`src/rtl/cla_serial_alu_seq.sv`:
```
`default_nettype none
// ============================================================================
// Module   : cla_serial_alu_seq
// Purpose  : Nibble-serial add/sub/compare on one shared 4-bit CLA slice.
// Revision : 1.0 - initial release
// ============================================================================

module cla_4bit (
    input  logic [3:0] i_a,
    input  logic [3:0] i_b,
    input  logic       i_cin,
    output logic [3:0] o_s,
    output logic       o_cout
);
    logic [3:0] w_p;
    logic [3:0] w_g;
    logic [4:0] w_c;

    assign w_p = i_a ^ i_b;
    assign w_g = i_a & i_b;

    // Fully expanded lookahead: every carry depends only on p/g and cin.
    assign w_c[0] = i_cin;
    assign w_c[1] = w_g[0] | (w_p[0] & i_cin);
    assign w_c[2] = w_g[1] | (w_p[1] & w_g[0]) | (w_p[1] & w_p[0] & i_cin);
    assign w_c[3] = w_g[2] | (w_p[2] & w_g[1]) | (w_p[2] & w_p[1] & w_g[0])
                  | (w_p[2] & w_p[1] & w_p[0] & i_cin);
    assign w_c[4] = w_g[3] | (w_p[3] & w_g[2]) | (w_p[3] & w_p[2] & w_g[1])
                  | (w_p[3] & w_p[2] & w_p[1] & w_g[0])
                  | (w_p[3] & w_p[2] & w_p[1] & w_p[0] & i_cin);

    assign o_s    = w_p ^ w_c[3:0];
    assign o_cout = w_c[4];
endmodule

module cla_serial_alu_seq #(
    parameter int WIDTH = 32
) (
    input  logic             i_clk,
    input  logic             i_rst_n,
    input  logic             i_start,
    input  logic [WIDTH-1:0] i_a,
    input  logic [WIDTH-1:0] i_b,
    input  logic             i_sub,
    output logic             o_busy,
    output logic             o_done,
    output logic [WIDTH-1:0] o_sum,
    output logic             o_cout,
    output logic             o_ovf,
    output logic             o_eq,
    output logic             o_lt,
    output logic             o_ltu
);
    localparam int NSLICE = WIDTH / 4;
    localparam int IDXW   = $clog2(NSLICE);
    localparam logic [IDXW-1:0] LAST_IDX = IDXW'(NSLICE - 1);

    localparam logic [1:0] S_IDLE = 2'd0;
    localparam logic [1:0] S_RUN  = 2'd1;
    localparam logic [1:0] S_DONE = 2'd2;

    logic [1:0]       r_state;
    logic [IDXW-1:0]  r_idx;
    logic             r_carry;
    logic [WIDTH-1:0] r_a;
    logic [WIDTH-1:0] r_b;

    logic [3:0]       w_a_nib;
    logic [3:0]       w_b_nib;
    logic [3:0]       w_s;
    logic             w_cout;
    logic [WIDTH-1:0] w_final_sum;
    logic             w_ovf;

    assign w_a_nib = r_a[4*r_idx +: 4];
    assign w_b_nib = r_b[4*r_idx +: 4];

    cla_4bit u_slice (
        .i_a    (w_a_nib),
        .i_b    (w_b_nib),
        .i_cin  (r_carry),
        .o_s    (w_s),
        .o_cout (w_cout)
    );

    // Flags are taken on the last pass, when the top nibble is still on the slice.
    assign w_final_sum = {w_s, o_sum[WIDTH-5:0]};
    assign w_ovf       = (r_a[WIDTH-1] == r_b[WIDTH-1]) & (w_s[3] != r_a[WIDTH-1]);

    assign o_busy = (r_state == S_RUN);
    assign o_done = (r_state == S_DONE);

    always_ff @(posedge i_clk) begin
        if (!i_rst_n) begin
            r_state <= S_IDLE;
            r_idx   <= '0;
            r_carry <= 1'b0;
            r_a     <= '0;
            r_b     <= '0;
            o_sum   <= '0;
            o_cout  <= 1'b0;
            o_ovf   <= 1'b0;
            o_eq    <= 1'b0;
            o_lt    <= 1'b0;
            o_ltu   <= 1'b0;
        end else begin
            case (r_state)
                S_IDLE, S_DONE: begin
                    if (i_start) begin
                        r_a     <= i_a;
                        r_b     <= i_sub ? ~i_b : i_b;
                        r_carry <= i_sub;
                        r_idx   <= '0;
                        o_sum   <= '0;
                        r_state <= S_RUN;
                    end else begin
                        r_state <= S_IDLE;
                    end
                end
                S_RUN: begin
                    o_sum[4*r_idx +: 4] <= w_s;
                    r_carry             <= w_cout;
                    if (r_idx == LAST_IDX) begin
                        r_idx   <= '0;
                        r_state <= S_DONE;
                        o_cout  <= w_cout;
                        o_ovf   <= w_ovf;
                        o_eq    <= ~|w_final_sum;
                        o_lt    <= w_s[3] ^ w_ovf;
                        o_ltu   <= ~w_cout;
                    end else begin
                        r_idx <= r_idx + 1'b1;
                    end
                end
                default: r_state <= S_IDLE;
            endcase
        end
    end
endmodule
`default_nettype wire
```
`config.mk`:
```
export PLATFORM = sky130hd
export DESIGN_NAME = cla_serial_alu_seq
export DESIGN_NICKNAME = d
export VERILOG_FILES = /design/src/rtl/cla_serial_alu_seq.sv
export SDC_FILE = /design/constraint.sdc
export NUM_CORES = 1
export LEC_CHECK = 0
export CORE_MARGIN = 3
export CORE_UTILIZATION = 55
export CTS_CLUSTER_DIAMETER = 50
export DETAILED_ROUTE_END_ITERATION = 10
export PLACE_DENSITY = 0.91
export SYNTH_ARGS = -nofsm -noshare
export SYNTH_HDL_FRONTEND = slang
export SYNTH_SLANG_ARGS = --single-unit
```
`constraint.sdc`:
```
create_clock -name i_clk -period 5.2 [get_ports i_clk]
set_clock_uncertainty 0.05 [all_clocks]
set_input_delay 0.52 -clock i_clk [delete_from_list [all_inputs] [get_ports i_clk]]
set_output_delay 0.52 -clock i_clk [all_outputs]
set_load 0.1 [all_outputs]
```
==> insert_results.sql <==
INSERT INTO impl_metrics (metric_group, metric, value, unit) VALUES
('sta', 'rsz0062_at_grt', 'false', ''),
('sta', 'slew_at_the_pin_with_the_worst_max_slew_slack', '1.04', 'ns'),
('yosys', 'postSynthRegisterBits', '107', ''),
('clock_tree', 'cts.htree.levels', '3', ''),
('sta', 'fin_crit_sh', '73.9', '%'),
('place', 'detailed_place.area', '0.00619', 'mm^2'),
('final_layout', 'insertedDiodeCount', '0', ''),
('yosys', 'post_synth_instance_area', '0.00512', 'mm^2'),
('sta', 'final_period_minus_worst_setup_slack', '3.84', 'ns'),
('routing', 'detailroute.via_count', '4269', ''),
('floorplan', 'placeableCoreArea', '0.00889', 'mm^2'),
('setup_path', 'end_kind', 'flop', ''),
('clock_tree', 'clkTransAtPathRegs', '0.09', 'ns'),
('place', 'dpl.cell_count', '732', ''),
('pwr', 'leakagePower', '2.58', 'nW'),
('clock_tree', 'cts.repair.resized', '0', ''),
('sta', 'max_freq', '260', 'MHz'),
('sta', 'final_hold_viol_count', '0', ''),
('outcome', 'run_status', 'finished clean', ''),
('yosys', 'synthesis.nets', '633', ''),
('floorplan', 'die_h', '102', 'um'),
('floorplan', 'boundaryPins', '107', ''),
('floorplan', 'dieArea', '0.0105', 'mm^2'),
('final_layout', 'syn_to_final_growth', '25.1', '%'),
('clock_tree', 'cts.sink_count', '107', ''),
('final_layout', 'layout.cells.non_filler', '747', ''),
('sta', 'setup_total_neg_slack', '0', 'ns'),
('clock_tree', 'number_of_buffers_added_by_the_clock_tree_synthesis_step', '9', ''),
('final_layout', 'num-nets-final', '716', ''),
('yosys', 'compound_cell_area_share_of_the_yosys_netlist', '18.4', '%'),
('sta', 'relSlewSlack', '30.7', '%'),
('yosys', 'synth_cells', '552', ''),
('setup_path', 'timing_worst_setup_path_type', 'flop to flop', ''),
('min_path', 'hold_path_class', 'flop to flop', ''),
('global_routing', 'largest_net_degree_at_the_start_of_global_routing', '108', ''),
('routing', 'detail-route-antenna-nets', '0', ''),
('floorplan', 'start_util', '57.6', '%'),
('clock_tree', 'clock-root-buffer', 'clkbuf_8', ''),
('clock_tree', 'post_cts_buffers', '0', ''),
('floorplan', 'fp.dieW', '102', 'um'),
('final_layout', 'final_layout_size_suffix_gt1_share', '6.26', '%'),
('global_routing', 'initial_antenna_violation_count', '0', ''),
('pwr', 'power-per-cell-area', '276', 'mW/mm^2'),
('clock_tree', 'insertion_delay', '0.37', 'ns'),
('setup_path', 'worst-endpoint-arrival', '4.09', 'ns'),
('routing', 'detail_route.vias_per_cell', '5.71', ''),
('yosys', 'avgSynthCellArea', '9.27', 'um^2'),
('yosys', 'cell_variety_after_synth', '43', ''),
('setup_path', 'critPathBufInv', '0', ''),
('yosys', 'yosys.area_share.adder', '3.32', '%'),
('global_routing', 'wire_length_of_the_first_global_routing_pass', '19600', 'um'),
('place', 'detailedPlacementHpwl', '8570', 'um'),
('setup_path', 'r2r_setup_slack', '1.36', 'ns'),
('pwr', 'maximum_vdd_drop', '0.000187', 'V'),
('routing', 'route.final.wire_length', '11900', 'um'),
('setup_path', 'crit_path_max_fanout', '18', ''),
('sta', 'hold_ws', '0.419', 'ns'),
('yosys', 'synth_simple_gate_area_share', '19.3', '%'),
('setup_path', 'critical_path_required', '5.44', 'ns'),
('place', 'gpl.final_weighted_congestion', '0.867', ''),
('setup_path', 'worst_setup_path_start_kind', 'flop', ''),
('yosys', 'synth_sequential_area_ratio', '41.8', '%'),
('global_routing', 'first_global_vias', '4114', ''),
('sta', 'final_max_slew_viol_count', '0', ''),
('floorplan', 'std_cell_rows', '34', ''),
('setup_path', 'crit_chain', 'mux4_2, nand2_1, nand2_1, ha_1, a41oi_1, o21ai_0, xor2_1, o21ai_0, a31oi_1', ''),
('global_routing', 'overflow', '0', ''),
('clock_tree', 'cts_tree', 'done', ''),
('routing', 'wl_per_cell', '16.0', 'um'),
('global_routing', 'grtUsageTotal', '23.6', '%'),
('yosys', 'yosys-mux-area-fraction', '7.63', '%');
worst reg2reg max path: stages, from the launching register on:
cell and delay [ns]:
dfxtp_1 1.02, mux4_2 0.61, nand2_1 0.08, nand2_1 0.13, ha_1 0.34, a41oi_1 0.21, o21ai_0 0.16, xor2_1 0.82
o21ai_0 0.17, a31oi_1 0.20
logic make-up after synthesis:
family                   after synthesis
XOR/XNOR                              35
AO/OA/AOI/OAI                        121
AND/OR/NAND/NOR                      212
multiplexers                          19
flip-flops                           107
adder cells (fa/ha/maj)               13
buffers and inverters                 45
flip-flops by register name (all words and copies together), names as in the netlist:
register / cells
o_cout: 1
r_idx: 3
r_state: 2
o_sum: 32
r_b: 32
r_carry: 1
o_ltu: 1
o_lt: 1
r_a: 32
o_eq: 1
o_ovf: 1
cell type report:
| type | instances | area [um^2] |
|---|---|---|
| clock buffer | 11 | 141 |
| clock inverter | 4 | 75.1 |
| fill | 657 | 2490 |
| inverter | 7 | 26.3 |
| multi-input combinational | 400 | 2800 |
| sequential | 107 | 2140 |
| tap | 108 | 135 |
| timing repair buffer | 110 | 1080 |
stage by stage:
stage                     power, mW  setup slack, ns
after detailed placement       1.23             1.35
after global placement         1.22             1.47
after global routing           1.85            0.964
after CTS                      1.78             1.31
after floorplan                1.12             2.17
final                          1.77             1.36
cell usage in the layout (no fill, tap or decap), types with 3 or more instances in the layout:
master,instances
nand2_1,126
dfxtp_1,107
clkdlybuf4s50_1,104
a21boi_0,35
nor2b_1,34
xnor2_1,33
o211a_1,32
a22oi_1,24
mux4_2,16
nor2_1,13
a21oi_1,12
ha_1,12
clkbuf_8,10
o21ai_0,7
nor4_1,7
inv_1,5
and2_1,5
nand2b_1,4
nand4_1,4
a31oi_1,4
nand3_1,4
buf_4,4
nor3_1,3
mux2i_1,3
power by group:
part	switching (mW)	internal, mW
clock network	0.270	0.282
registers	0.0337	0.860
logic	0.168	0.153
path summary, 6_finish.rpt:
kind	from	endpoint	depth (start not counted)
max reg2reg	r_idx[0]$_SDFFE_PN0P_	o_lt$_SDFFE_PN0P_	9
min reg2reg	r_a[4]$_SDFFE_PN0P_	r_a[4]$_SDFFE_PN0P_	2
min	r_a[4]$_SDFFE_PN0P_	r_a[4]$_SDFFE_PN0P_	2
max	r_idx[0]$_SDFFE_PN0P_	o_lt$_SDFFE_PN0P_	9
synth_stat cells:
master | n | area share (%)
nor3_1 | 3 | 0.29
xor2_1 | 2 | 0.34
a2bb2oi_1 | 1 | 0.17
xnor2_1 | 33 | 5.6
o211a_1 | 32 | 6.3
mux4_2 | 16 | 7.0
nand3b_1 | 2 | 0.29
nor2_1 | 13 | 0.95
o2bb2ai_1 | 1 | 0.17
clkinv_1 | 2 | 0.15
o21ai_0 | 7 | 0.68
a21boi_0 | 35 | 5.1
o22ai_1 | 1 | 0.12
a41oi_1 | 1 | 0.17
buf_4 | 1 | 0.15
or4_1 | 1 | 0.15
buf_2 | 7 | 0.68
nor3b_1 | 2 | 0.29
nand4b_1 | 1 | 0.17
fa_1 | 1 | 0.39
a32oi_1 | 1 | 0.17
a21oi_1 | 12 | 1.2
ha_1 | 12 | 2.9
or3_4 | 1 | 0.22
nor4_1 | 7 | 0.86
a31oi_1 | 4 | 0.49
a22oi_1 | 24 | 3.5
and3_1 | 2 | 0.24
nand4_1 | 4 | 0.49
a21o_1 | 1 | 0.15
or2_2 | 1 | 0.12
nand2b_1 | 4 | 0.49
mux2i_1 | 3 | 0.59
nand2_1 | 126 | 9.2
and2_1 | 5 | 0.61
clkbuf_1 | 22 | 1.6
inv_1 | 5 | 0.37
nor2b_1 | 35 | 4.3
dfxtp_1 | 107 | 42
o31ai_1 | 1 | 0.15
buf_1 | 8 | 0.59
or4_4 | 1 | 0.22
nand3_1 | 4 | 0.39
layer usage:
metal  vias to the layer above  GRT usage [%]  wire [um]
met2                       163           38.5       5980
met5                         -              0          0
met1                      1997           30.8       5020
met3                        21           5.80        730
li1                       2088              -          -
met4                         0           7.57        206
Note: power is estimated with default switching activity, not from simulation.
